[config.mk]
export PLATFORM = sky130hd
export DESIGN_NAME = can_brs_ctrl_flat
export DESIGN_NICKNAME = d
export VERILOG_FILES = /design/src/rtl/can_brs_ctrl_if.sv /design/src/rtl/can_brs_ctrl.sv /design/src/flat_wrapper.sv
export SDC_FILE = /design/constraint.sdc
export NUM_CORES = 1
export LEC_CHECK = 0
export ABC_CLOCK_PERIOD_IN_PS = 2700
export CAP_MARGIN = 20
export CORE_ASPECT_RATIO = 1.2
export CORE_UTILIZATION = 33
export DETAILED_ROUTE_END_ITERATION = 10
export REMOVE_ABC_BUFFERS = 1
export SYNTH_ARGS = -nofsm -noshare
export SYNTH_HDL_FRONTEND = slang
export SYNTH_SLANG_ARGS = --single-unit
export TNS_END_PERCENT = 10
[constraint.sdc]
create_clock -name clk -period 2.7 [get_ports clk]
set_input_delay 0.405 -clock clk [delete_from_list [all_inputs] [get_ports clk]]
set_output_delay 0.405 -clock clk [all_outputs]
set_load 0.1 [all_outputs]
[src/rtl/can_brs_ctrl_if.sv]
// Signal bundle between the bit stream processor / host side (master) and
// the CAN FD bit-rate switch controller (slave).
interface can_brs_ctrl_if;
  logic       sample_point;
  logic       sampled_bit;
  logic       en_FD_rx;
  logic       sof_bit;
  logic       fdf_bit;
  logic       brs_bit;
  logic       crc_delim_bit;
  logic       go_error_frame;
  logic       bus_idle;
  logic       cfg_wr_req;
  logic [5:0] cfg_prop_seg_fd;
  logic [4:0] cfg_phase_seg_1_fd;
  logic [4:0] cfg_phase_seg_2_fd;
  logic [6:0] cfg_baud_r_presc_fd;
  logic [4:0] cfg_sjw_fd;
  logic       cfg_triple_sampling_fd;
  logic       cfg_wr_ack;
  logic       cfg_wr_err;
  logic [5:0] prop_seg_fd;
  logic [4:0] phase_seg_1_fd;
  logic [4:0] phase_seg_2_fd;
  logic [6:0] baud_r_presc_fd;
  logic [4:0] sjw_fd;
  logic       triple_sampling_fd;
  logic       data_phase;
  logic       fd_frame;
  logic       brs_on;
  logic       brs_off;
  logic [9:0] data_bit_cnt;
  logic       wdog_timeout;
  logic [2:0] dbg_state;

  modport master (
    output sample_point, sampled_bit, en_FD_rx, sof_bit, fdf_bit, brs_bit,
           crc_delim_bit, go_error_frame, bus_idle, cfg_wr_req,
           cfg_prop_seg_fd, cfg_phase_seg_1_fd, cfg_phase_seg_2_fd,
           cfg_baud_r_presc_fd, cfg_sjw_fd, cfg_triple_sampling_fd,
    input  cfg_wr_ack, cfg_wr_err, prop_seg_fd, phase_seg_1_fd, phase_seg_2_fd,
           baud_r_presc_fd, sjw_fd, triple_sampling_fd, data_phase, fd_frame,
           brs_on, brs_off, data_bit_cnt, wdog_timeout, dbg_state
  );

  modport slave (
    input  sample_point, sampled_bit, en_FD_rx, sof_bit, fdf_bit, brs_bit,
           crc_delim_bit, go_error_frame, bus_idle, cfg_wr_req,
           cfg_prop_seg_fd, cfg_phase_seg_1_fd, cfg_phase_seg_2_fd,
           cfg_baud_r_presc_fd, cfg_sjw_fd, cfg_triple_sampling_fd,
    output cfg_wr_ack, cfg_wr_err, prop_seg_fd, phase_seg_1_fd, phase_seg_2_fd,
           baud_r_presc_fd, sjw_fd, triple_sampling_fd, data_phase, fd_frame,
           brs_on, brs_off, data_bit_cnt, wdog_timeout, dbg_state
  );
endinterface

[src/rtl/can_brs_ctrl.sv]
// CAN FD receive bit-rate switch: frame phase tracking, data_phase control and
// idle-only FD timing update. Define CAN_BRS_WDOG_EN to enable the data-phase watchdog.
module can_brs_ctrl #(
  parameter int unsigned MAX_DATA_BITS = 1023
) (
  input logic          clk,
  input logic          rst,
  can_brs_ctrl_if.slave bus
);

`ifdef CAN_BRS_WDOG_EN
  localparam bit WDOG_EN = 1'b1;
`else
  localparam bit WDOG_EN = 1'b0;
`endif

  typedef enum logic [2:0] {S_IDLE, S_NOM, S_FD_NOM, S_DATA, S_TAIL} state_e;

  state_e     state_q, state_d;
  logic       data_phase_q, data_phase_d;
  logic       fd_frame_q, fd_frame_d;
  logic       brs_on_q, brs_on_d, brs_off_q, brs_off_d;
  logic [9:0] cnt_q, cnt_d;
  logic       wdog_q, wdog_d;
  logic       armed_q, armed_d;
  logic       ack_q, ack_d, err_q, err_d;
  logic [5:0] prop_q, prop_d;
  logic [4:0] ps1_q, ps1_d, ps2_q, ps2_d, sjw_q, sjw_d;
  logic [6:0] presc_q, presc_d;
  logic       trip_q, trip_d;
  logic       wdog_hit, service, cfg_ok;

  // Frame phase FSM: error frame beats bus idle, which beats sample-point moves.
  always_comb begin
    state_d  = state_q;
    wdog_hit = WDOG_EN && (state_q == S_DATA) && bus.sample_point &&
               ((32'(cnt_q) + 32'd1) >= MAX_DATA_BITS);
    if (bus.go_error_frame) begin
      state_d = S_IDLE;
    end else if (bus.bus_idle && (state_q inside {S_NOM, S_FD_NOM, S_TAIL})) begin
      state_d = S_IDLE;
    end else if (bus.sample_point) begin
      case (state_q)
        S_IDLE:   if (bus.sof_bit) state_d = S_NOM;
        S_NOM:    if (bus.fdf_bit && bus.sampled_bit && bus.en_FD_rx) state_d = S_FD_NOM;
        S_FD_NOM: if (bus.brs_bit && bus.sampled_bit) state_d = S_DATA;
        S_DATA:   if (bus.crc_delim_bit || wdog_hit) state_d = S_TAIL;
        default:  ;
      endcase
    end
  end

  // cfg_wr_req is a level request, serviced once per assertion while idle;
  // the result is a one-cycle cfg_wr_ack (applied) or cfg_wr_err (rejected).
  always_comb begin
    data_phase_d = (state_d == S_DATA);
    brs_on_d     = data_phase_d && !data_phase_q;
    brs_off_d    = data_phase_q && !data_phase_d;

    fd_frame_d = fd_frame_q;
    if (state_d == S_IDLE)                              fd_frame_d = 1'b0;
    else if (state_q == S_NOM && state_d == S_FD_NOM)   fd_frame_d = 1'b1;

    cnt_d = cnt_q;
    if (state_d == S_DATA && state_q != S_DATA)          cnt_d = '0;
    else if (state_q == S_DATA && bus.sample_point && cnt_q != 10'd1023)
      cnt_d = cnt_q + 10'd1;

    service = bus.cfg_wr_req && armed_q && (state_q == S_IDLE) && !data_phase_q;
    cfg_ok  = (bus.cfg_phase_seg_2_fd >= bus.cfg_sjw_fd) && (bus.cfg_phase_seg_2_fd != 5'd0);
    ack_d   = service && cfg_ok;
    err_d   = service && !cfg_ok;

    armed_d = armed_q;
    if (!bus.cfg_wr_req) armed_d = 1'b1;
    else if (service)    armed_d = 1'b0;

    prop_d  = prop_q;
    ps1_d   = ps1_q;
    ps2_d   = ps2_q;
    sjw_d   = sjw_q;
    presc_d = presc_q;
    trip_d  = trip_q;
    if (ack_d) begin
      prop_d  = bus.cfg_prop_seg_fd;
      ps1_d   = bus.cfg_phase_seg_1_fd;
      ps2_d   = bus.cfg_phase_seg_2_fd;
      sjw_d   = bus.cfg_sjw_fd;
      presc_d = bus.cfg_baud_r_presc_fd;
      trip_d  = bus.cfg_triple_sampling_fd;
    end

    wdog_d = wdog_q;
    if (ack_d)         wdog_d = 1'b0;
    else if (wdog_hit) wdog_d = 1'b1;
  end

  always_ff @(posedge clk or negedge rst) begin
    if (!rst) begin
      state_q      <= S_IDLE;
      data_phase_q <= 1'b0;
      fd_frame_q   <= 1'b0;
      brs_on_q     <= 1'b0;
      brs_off_q    <= 1'b0;
      cnt_q        <= '0;
      wdog_q       <= 1'b0;
      armed_q      <= 1'b1;
      ack_q        <= 1'b0;
      err_q        <= 1'b0;
      prop_q       <= 6'd1;
      ps1_q        <= 5'd3;
      ps2_q        <= 5'd2;
      sjw_q        <= 5'd1;
      presc_q      <= 7'd0;
      trip_q       <= 1'b0;
    end else begin
      state_q      <= state_d;
      data_phase_q <= data_phase_d;
      fd_frame_q   <= fd_frame_d;
      brs_on_q     <= brs_on_d;
      brs_off_q    <= brs_off_d;
      cnt_q        <= cnt_d;
      wdog_q       <= wdog_d;
      armed_q      <= armed_d;
      ack_q        <= ack_d;
      err_q        <= err_d;
      prop_q       <= prop_d;
      ps1_q        <= ps1_d;
      ps2_q        <= ps2_d;
      sjw_q        <= sjw_d;
      presc_q      <= presc_d;
      trip_q       <= trip_d;
    end
  end

  assign bus.data_phase         = data_phase_q;
  assign bus.fd_frame           = fd_frame_q;
  assign bus.brs_on             = brs_on_q;
  assign bus.brs_off            = brs_off_q;
  assign bus.data_bit_cnt       = cnt_q;
  assign bus.wdog_timeout       = wdog_q;
  assign bus.cfg_wr_ack         = ack_q;
  assign bus.cfg_wr_err         = err_q;
  assign bus.prop_seg_fd        = prop_q;
  assign bus.phase_seg_1_fd     = ps1_q;
  assign bus.phase_seg_2_fd     = ps2_q;
  assign bus.sjw_fd             = sjw_q;
  assign bus.baud_r_presc_fd    = presc_q;
  assign bus.triple_sampling_fd = trip_q;
  assign bus.dbg_state          = state_q;

endmodule

[src/flat_wrapper.sv]
// flat-port wrapper written by rule: the top's interface ports become plain ports
module can_brs_ctrl_flat 
#(
  parameter int unsigned MAX_DATA_BITS = 1023
)
  (clk, rst, bus_sample_point, bus_sampled_bit, bus_en_FD_rx, bus_sof_bit, bus_fdf_bit, bus_brs_bit, bus_crc_delim_bit, bus_go_error_frame, bus_bus_idle, bus_cfg_wr_req, bus_cfg_prop_seg_fd, bus_cfg_phase_seg_1_fd, bus_cfg_phase_seg_2_fd, bus_cfg_baud_r_presc_fd, bus_cfg_sjw_fd, bus_cfg_triple_sampling_fd, bus_cfg_wr_ack, bus_cfg_wr_err, bus_prop_seg_fd, bus_phase_seg_1_fd, bus_phase_seg_2_fd, bus_baud_r_presc_fd, bus_sjw_fd, bus_triple_sampling_fd, bus_data_phase, bus_fd_frame, bus_brs_on, bus_brs_off, bus_data_bit_cnt, bus_wdog_timeout, bus_dbg_state);
  can_brs_ctrl_if bus_i ();
  input logic clk;
  input logic rst;
  input wire logic [$bits(bus_i.sample_point)-1:0] bus_sample_point;
  input wire logic [$bits(bus_i.sampled_bit)-1:0] bus_sampled_bit;
  input wire logic [$bits(bus_i.en_FD_rx)-1:0] bus_en_FD_rx;
  input wire logic [$bits(bus_i.sof_bit)-1:0] bus_sof_bit;
  input wire logic [$bits(bus_i.fdf_bit)-1:0] bus_fdf_bit;
  input wire logic [$bits(bus_i.brs_bit)-1:0] bus_brs_bit;
  input wire logic [$bits(bus_i.crc_delim_bit)-1:0] bus_crc_delim_bit;
  input wire logic [$bits(bus_i.go_error_frame)-1:0] bus_go_error_frame;
  input wire logic [$bits(bus_i.bus_idle)-1:0] bus_bus_idle;
  input wire logic [$bits(bus_i.cfg_wr_req)-1:0] bus_cfg_wr_req;
  input wire logic [$bits(bus_i.cfg_prop_seg_fd)-1:0] bus_cfg_prop_seg_fd;
  input wire logic [$bits(bus_i.cfg_phase_seg_1_fd)-1:0] bus_cfg_phase_seg_1_fd;
  input wire logic [$bits(bus_i.cfg_phase_seg_2_fd)-1:0] bus_cfg_phase_seg_2_fd;
  input wire logic [$bits(bus_i.cfg_baud_r_presc_fd)-1:0] bus_cfg_baud_r_presc_fd;
  input wire logic [$bits(bus_i.cfg_sjw_fd)-1:0] bus_cfg_sjw_fd;
  input wire logic [$bits(bus_i.cfg_triple_sampling_fd)-1:0] bus_cfg_triple_sampling_fd;
  output wire logic [$bits(bus_i.cfg_wr_ack)-1:0] bus_cfg_wr_ack;
  output wire logic [$bits(bus_i.cfg_wr_err)-1:0] bus_cfg_wr_err;
  output wire logic [$bits(bus_i.prop_seg_fd)-1:0] bus_prop_seg_fd;
  output wire logic [$bits(bus_i.phase_seg_1_fd)-1:0] bus_phase_seg_1_fd;
  output wire logic [$bits(bus_i.phase_seg_2_fd)-1:0] bus_phase_seg_2_fd;
  output wire logic [$bits(bus_i.baud_r_presc_fd)-1:0] bus_baud_r_presc_fd;
  output wire logic [$bits(bus_i.sjw_fd)-1:0] bus_sjw_fd;
  output wire logic [$bits(bus_i.triple_sampling_fd)-1:0] bus_triple_sampling_fd;
  output wire logic [$bits(bus_i.data_phase)-1:0] bus_data_phase;
  output wire logic [$bits(bus_i.fd_frame)-1:0] bus_fd_frame;
  output wire logic [$bits(bus_i.brs_on)-1:0] bus_brs_on;
  output wire logic [$bits(bus_i.brs_off)-1:0] bus_brs_off;
  output wire logic [$bits(bus_i.data_bit_cnt)-1:0] bus_data_bit_cnt;
  output wire logic [$bits(bus_i.wdog_timeout)-1:0] bus_wdog_timeout;
  output wire logic [$bits(bus_i.dbg_state)-1:0] bus_dbg_state;
  assign bus_i.sample_point = bus_sample_point;
  assign bus_i.sampled_bit = bus_sampled_bit;
  assign bus_i.en_FD_rx = bus_en_FD_rx;
  assign bus_i.sof_bit = bus_sof_bit;
  assign bus_i.fdf_bit = bus_fdf_bit;
  assign bus_i.brs_bit = bus_brs_bit;
  assign bus_i.crc_delim_bit = bus_crc_delim_bit;
  assign bus_i.go_error_frame = bus_go_error_frame;
  assign bus_i.bus_idle = bus_bus_idle;
  assign bus_i.cfg_wr_req = bus_cfg_wr_req;
  assign bus_i.cfg_prop_seg_fd = bus_cfg_prop_seg_fd;
  assign bus_i.cfg_phase_seg_1_fd = bus_cfg_phase_seg_1_fd;
  assign bus_i.cfg_phase_seg_2_fd = bus_cfg_phase_seg_2_fd;
  assign bus_i.cfg_baud_r_presc_fd = bus_cfg_baud_r_presc_fd;
  assign bus_i.cfg_sjw_fd = bus_cfg_sjw_fd;
  assign bus_i.cfg_triple_sampling_fd = bus_cfg_triple_sampling_fd;
  assign bus_cfg_wr_ack = bus_i.cfg_wr_ack;
  assign bus_cfg_wr_err = bus_i.cfg_wr_err;
  assign bus_prop_seg_fd = bus_i.prop_seg_fd;
  assign bus_phase_seg_1_fd = bus_i.phase_seg_1_fd;
  assign bus_phase_seg_2_fd = bus_i.phase_seg_2_fd;
  assign bus_baud_r_presc_fd = bus_i.baud_r_presc_fd;
  assign bus_sjw_fd = bus_i.sjw_fd;
  assign bus_triple_sampling_fd = bus_i.triple_sampling_fd;
  assign bus_data_phase = bus_i.data_phase;
  assign bus_fd_frame = bus_i.fd_frame;
  assign bus_brs_on = bus_i.brs_on;
  assign bus_brs_off = bus_i.brs_off;
  assign bus_data_bit_cnt = bus_i.data_bit_cnt;
  assign bus_wdog_timeout = bus_i.wdog_timeout;
  assign bus_dbg_state = bus_i.dbg_state;
  can_brs_ctrl #(.MAX_DATA_BITS(MAX_DATA_BITS)) u_core (.clk(clk), .rst(rst), .bus(bus_i));
endmodule
==> reports/metrics.csv <==
stage,metric,value,unit
detailed_routing,drtIter0Drc,47,
cts,post_cts.repair.setup_buffers,0,
placement,gp_congestion,0.764,
cts,clock_sinks,49,
global_routing,antenna_found_initial,0,
final_layout,nNetsFinal,326,
cts,cts_made_buffers,5,
die,rows,33,
job,max_cap_viol_count,0,
global_routing,grt_pass1_vias,1676,
detailed_routing,via_per_inst,4.83,
cts,root_buffer,clkbuf_8,
final_layout,final_area,3300,um^2
synthesis,ys.flop_type,dfrtp_1,
detailed_routing,drt_wl_total,5170,um
global_routing,gr-total-overflow,0,
placement,portBuffers,88,
final_layout,drive_gt1_share,35.7,%
hold_path,min_path_type,input port to asynchronous set/reset pin,
global_routing,grt_max_degree,50,
placement,dpl-instance-area,3190,um^2
die,die_x,78.4,um
detailed_routing,top_layer,met4,
synthesis,synth_cell_types,44,
synthesis,synth_top_area_share,46.6,%
timing,fin_setup_tns,0,ns
timing,final.min_clock_period,2.34,ns
die,dieHeight,93.6,um
detailed_routing,remaining_drc_errors,0,
timing,setup_viol,0,
cts,clk_path_buf_depth,2,
critical_path,critPathLaunchType,input port,
detailed_routing,route.met2.wl,2700,um
cts,h-tree-depth,2,
timing,skew,0.0116,ns
die,start_util,33.9,%
synthesis,ys_ff_latch,49,
placement,dp_hpwl,3880,um
global_routing,grt_pass1_wl,8310,um
detailed_routing,antenna_violating_nets_post_route,0,
timing,min_period_over_period,86.6,%
die,dieArea,7340,um^2
timing,timing.final.hold_violations,0,
run_status,status,"finished, final reports clean",
timing,rsz0062_at_grt,no,
synthesis,yosys.cell_count.top_type,dfrtp_1,
timing,max_freq,428,MHz
synthesis,synth_area_leaders,"dfrtp_1, mux2_2, dfstp_2",
critical_path,cp-end-kind,flop,
synthesis,yosys.area.top_type,dfrtp_1,
detailed_routing,via_count,1771,
synthesis,synth_common_cells,"dfrtp_1, mux2_2, inv_1",
global_routing,grtUsageTotal,14.5,%
timing,tightest_slew,0.627,ns
critical_path,crit_arrival,2.52,ns
detailed_routing,drtPass1Iterations,4,
synthesis,synth_edf_count,0,
die,core,6810,um^2
detailed_routing,post_drt_wl_per_cell,14.1,um
cts,ctsResizeCount,0,
cts,insertion_delay,0.30,ns
critical_path,critical_path_class,input port to flop,
die,io_pins,90,
cts,clkSlewWorstSetupHoldPaths,0.09,ns
critical_path,required,2.88,ns
final_layout,n_antenna_cell,0,
final_layout,syn2layout_area_growth,43.0,%
detailed_routing,wl_met3,262,um
critical_path,path_max_fanout,16,
cts,cts_tree,done,
synthesis,synth_area,2310,um^2
synthesis,async_flop_share,100,%
timing,maxSlewViolCount,0,
cts,hold_buffers,0,
synthesis,syn_avg_cell_area,12.4,um^2
synthesis,syn_inst,187,
detailed_routing,wirelength_met1,2060,um
timing,relSlewSlack,58.2,%
synthesis,synth_warnings,0,
synthesis,yosysSeqAreaShare,53.4,%
-- layout make-up --
class,count,area [um^2]
repair buffers,93,818
inverters,12,45.0
multi-input cells,118,985
well taps,87,109
fillers,653,3510
clock buffers,5,68.8
clock inverters,3,43.8
flip-flops and latches,49,1230
-- worst paths after layout --
kind                                         start                       endpoint  slack (ns)  cells after the start
max in group asynchronous                      rst   u_core.bus.phase_seg_2_fd[2]        2.07                      2
min in group clk             u_core.bus.data_phase              u_core.bus.brs_on        0.48                      1
max reg2reg                u_core.bus.dbg_state[0]              u_core.bus.brs_on        0.68                      5
min                                            rst  u_core.bus.baud_r_presc_fd[3]        0.19                      2
min reg2reg                  u_core.bus.data_phase              u_core.bus.brs_on        0.48                      1
max                              bus_cfg_sjw_fd[2]           u_core.bus.sjw_fd[4]        0.36                      9
-- logic make-up (layout without fill, tap and decap cells) --
logic type | Yosys count | after routing | synth area share (%)
xor+xnor | 7 | 7 | 2.65
fa+ha+maj | 6 | 6 | 3.25
simple gates | 49 | 49 | 13.0
other cells | 1 | 1 | 0.162
mux | 30 | 30 | 14.6
buf+inv | 20 | 113 | 3.95
compound gates | 25 | 25 | 8.99
flops | 49 | 49 | 53.4
-- through the flow --
| stage | cells | utilization (%) | hold slack (ns) | worst slack, ns |
|---|---|---|---|---|
| global placement | 359 | 46.8 | 0.473 | 0.0591 |
| CTS | 367 | 48.5 | 0.221 | 0.355 |
| global route | 367 | 48.5 | 0.243 | 0.251 |
| finish | 367 | 48.5 | 0.194 | 0.361 |
| detailed placement | 359 | 46.8 | 0.473 | 0.0332 |
| floorplan | 179 | - | 0.109 | 0.0762 |
-- registers in the layout, summed over array words and instances (netlist names) --
signal and flops:
u_core.bus.brs_on 1, u_core.bus.phase_seg_2_fd 5, u_core.bus.phase_seg_1_fd 5, u_core.bus.cfg_wr_err 1
u_core.bus.fd_frame 1, u_core.bus.data_phase 1, u_core.armed_q 1, u_core.bus.dbg_state 3
u_core.bus.data_bit_cnt 10, u_core.bus.sjw_fd 5, u_core.bus.cfg_wr_ack 1, u_core.bus.triple_sampling_fd 1
u_core.bus.brs_off 1, u_core.bus.prop_seg_fd 6, u_core.bus.baud_r_presc_fd 7
-- critical path, cell delays in order --
cell and delay (ns):
clkdlybuf4s50_1 0.48, inv_1 0.05, ha_1 0.20, or3_1 0.37, a221oi_1 0.21, a211oi_1 0.10
nand2_1 0.19, buf_12 0.18, mux2_2 0.33
-- layout by cell type (no fill, tap or decap), types with 2 or more instances in the layout --
cell type | synthesis | routed
nand2b_1 | 3 | 3
a21o_1 | 2 | 2
xnor2_1 | 6 | 6
nor2_1 | 9 | 9
mux2_2 | 29 | 29
and3_1 | 2 | 2
dfrtp_1 | 43 | 43
a21oi_1 | 4 | 4
a31oi_1 | 2 | 2
nor2b_1 | 5 | 5
ha_1 | 6 | 6
nor4_1 | 3 | 3
nand2_1 | 4 | 4
clkbuf_8 | 0 | 5
inv_1 | 12 | 12
nor3b_1 | 6 | 6
buf_4 | 3 | 51
nor3_1 | 3 | 3
dfstp_2 | 6 | 6
buf_12 | 0 | 2
nand3_1 | 6 | 6
clkdlybuf4s50_1 | 0 | 39
a211oi_1 | 6 | 6
-- routing by layer --
metal | global-route usage (%) | vias to the layer above
met4 | 6.64 | 0
met2 | 24.9 | 58
li1 | - | 849
met3 | 2.83 | 11
met5 | 0 | -
met1 | 17.6 | 853
Power is left out: the tool's default activity adds up to more than one toggle a clock period on the data nets, which glitch-free logic cannot reach.
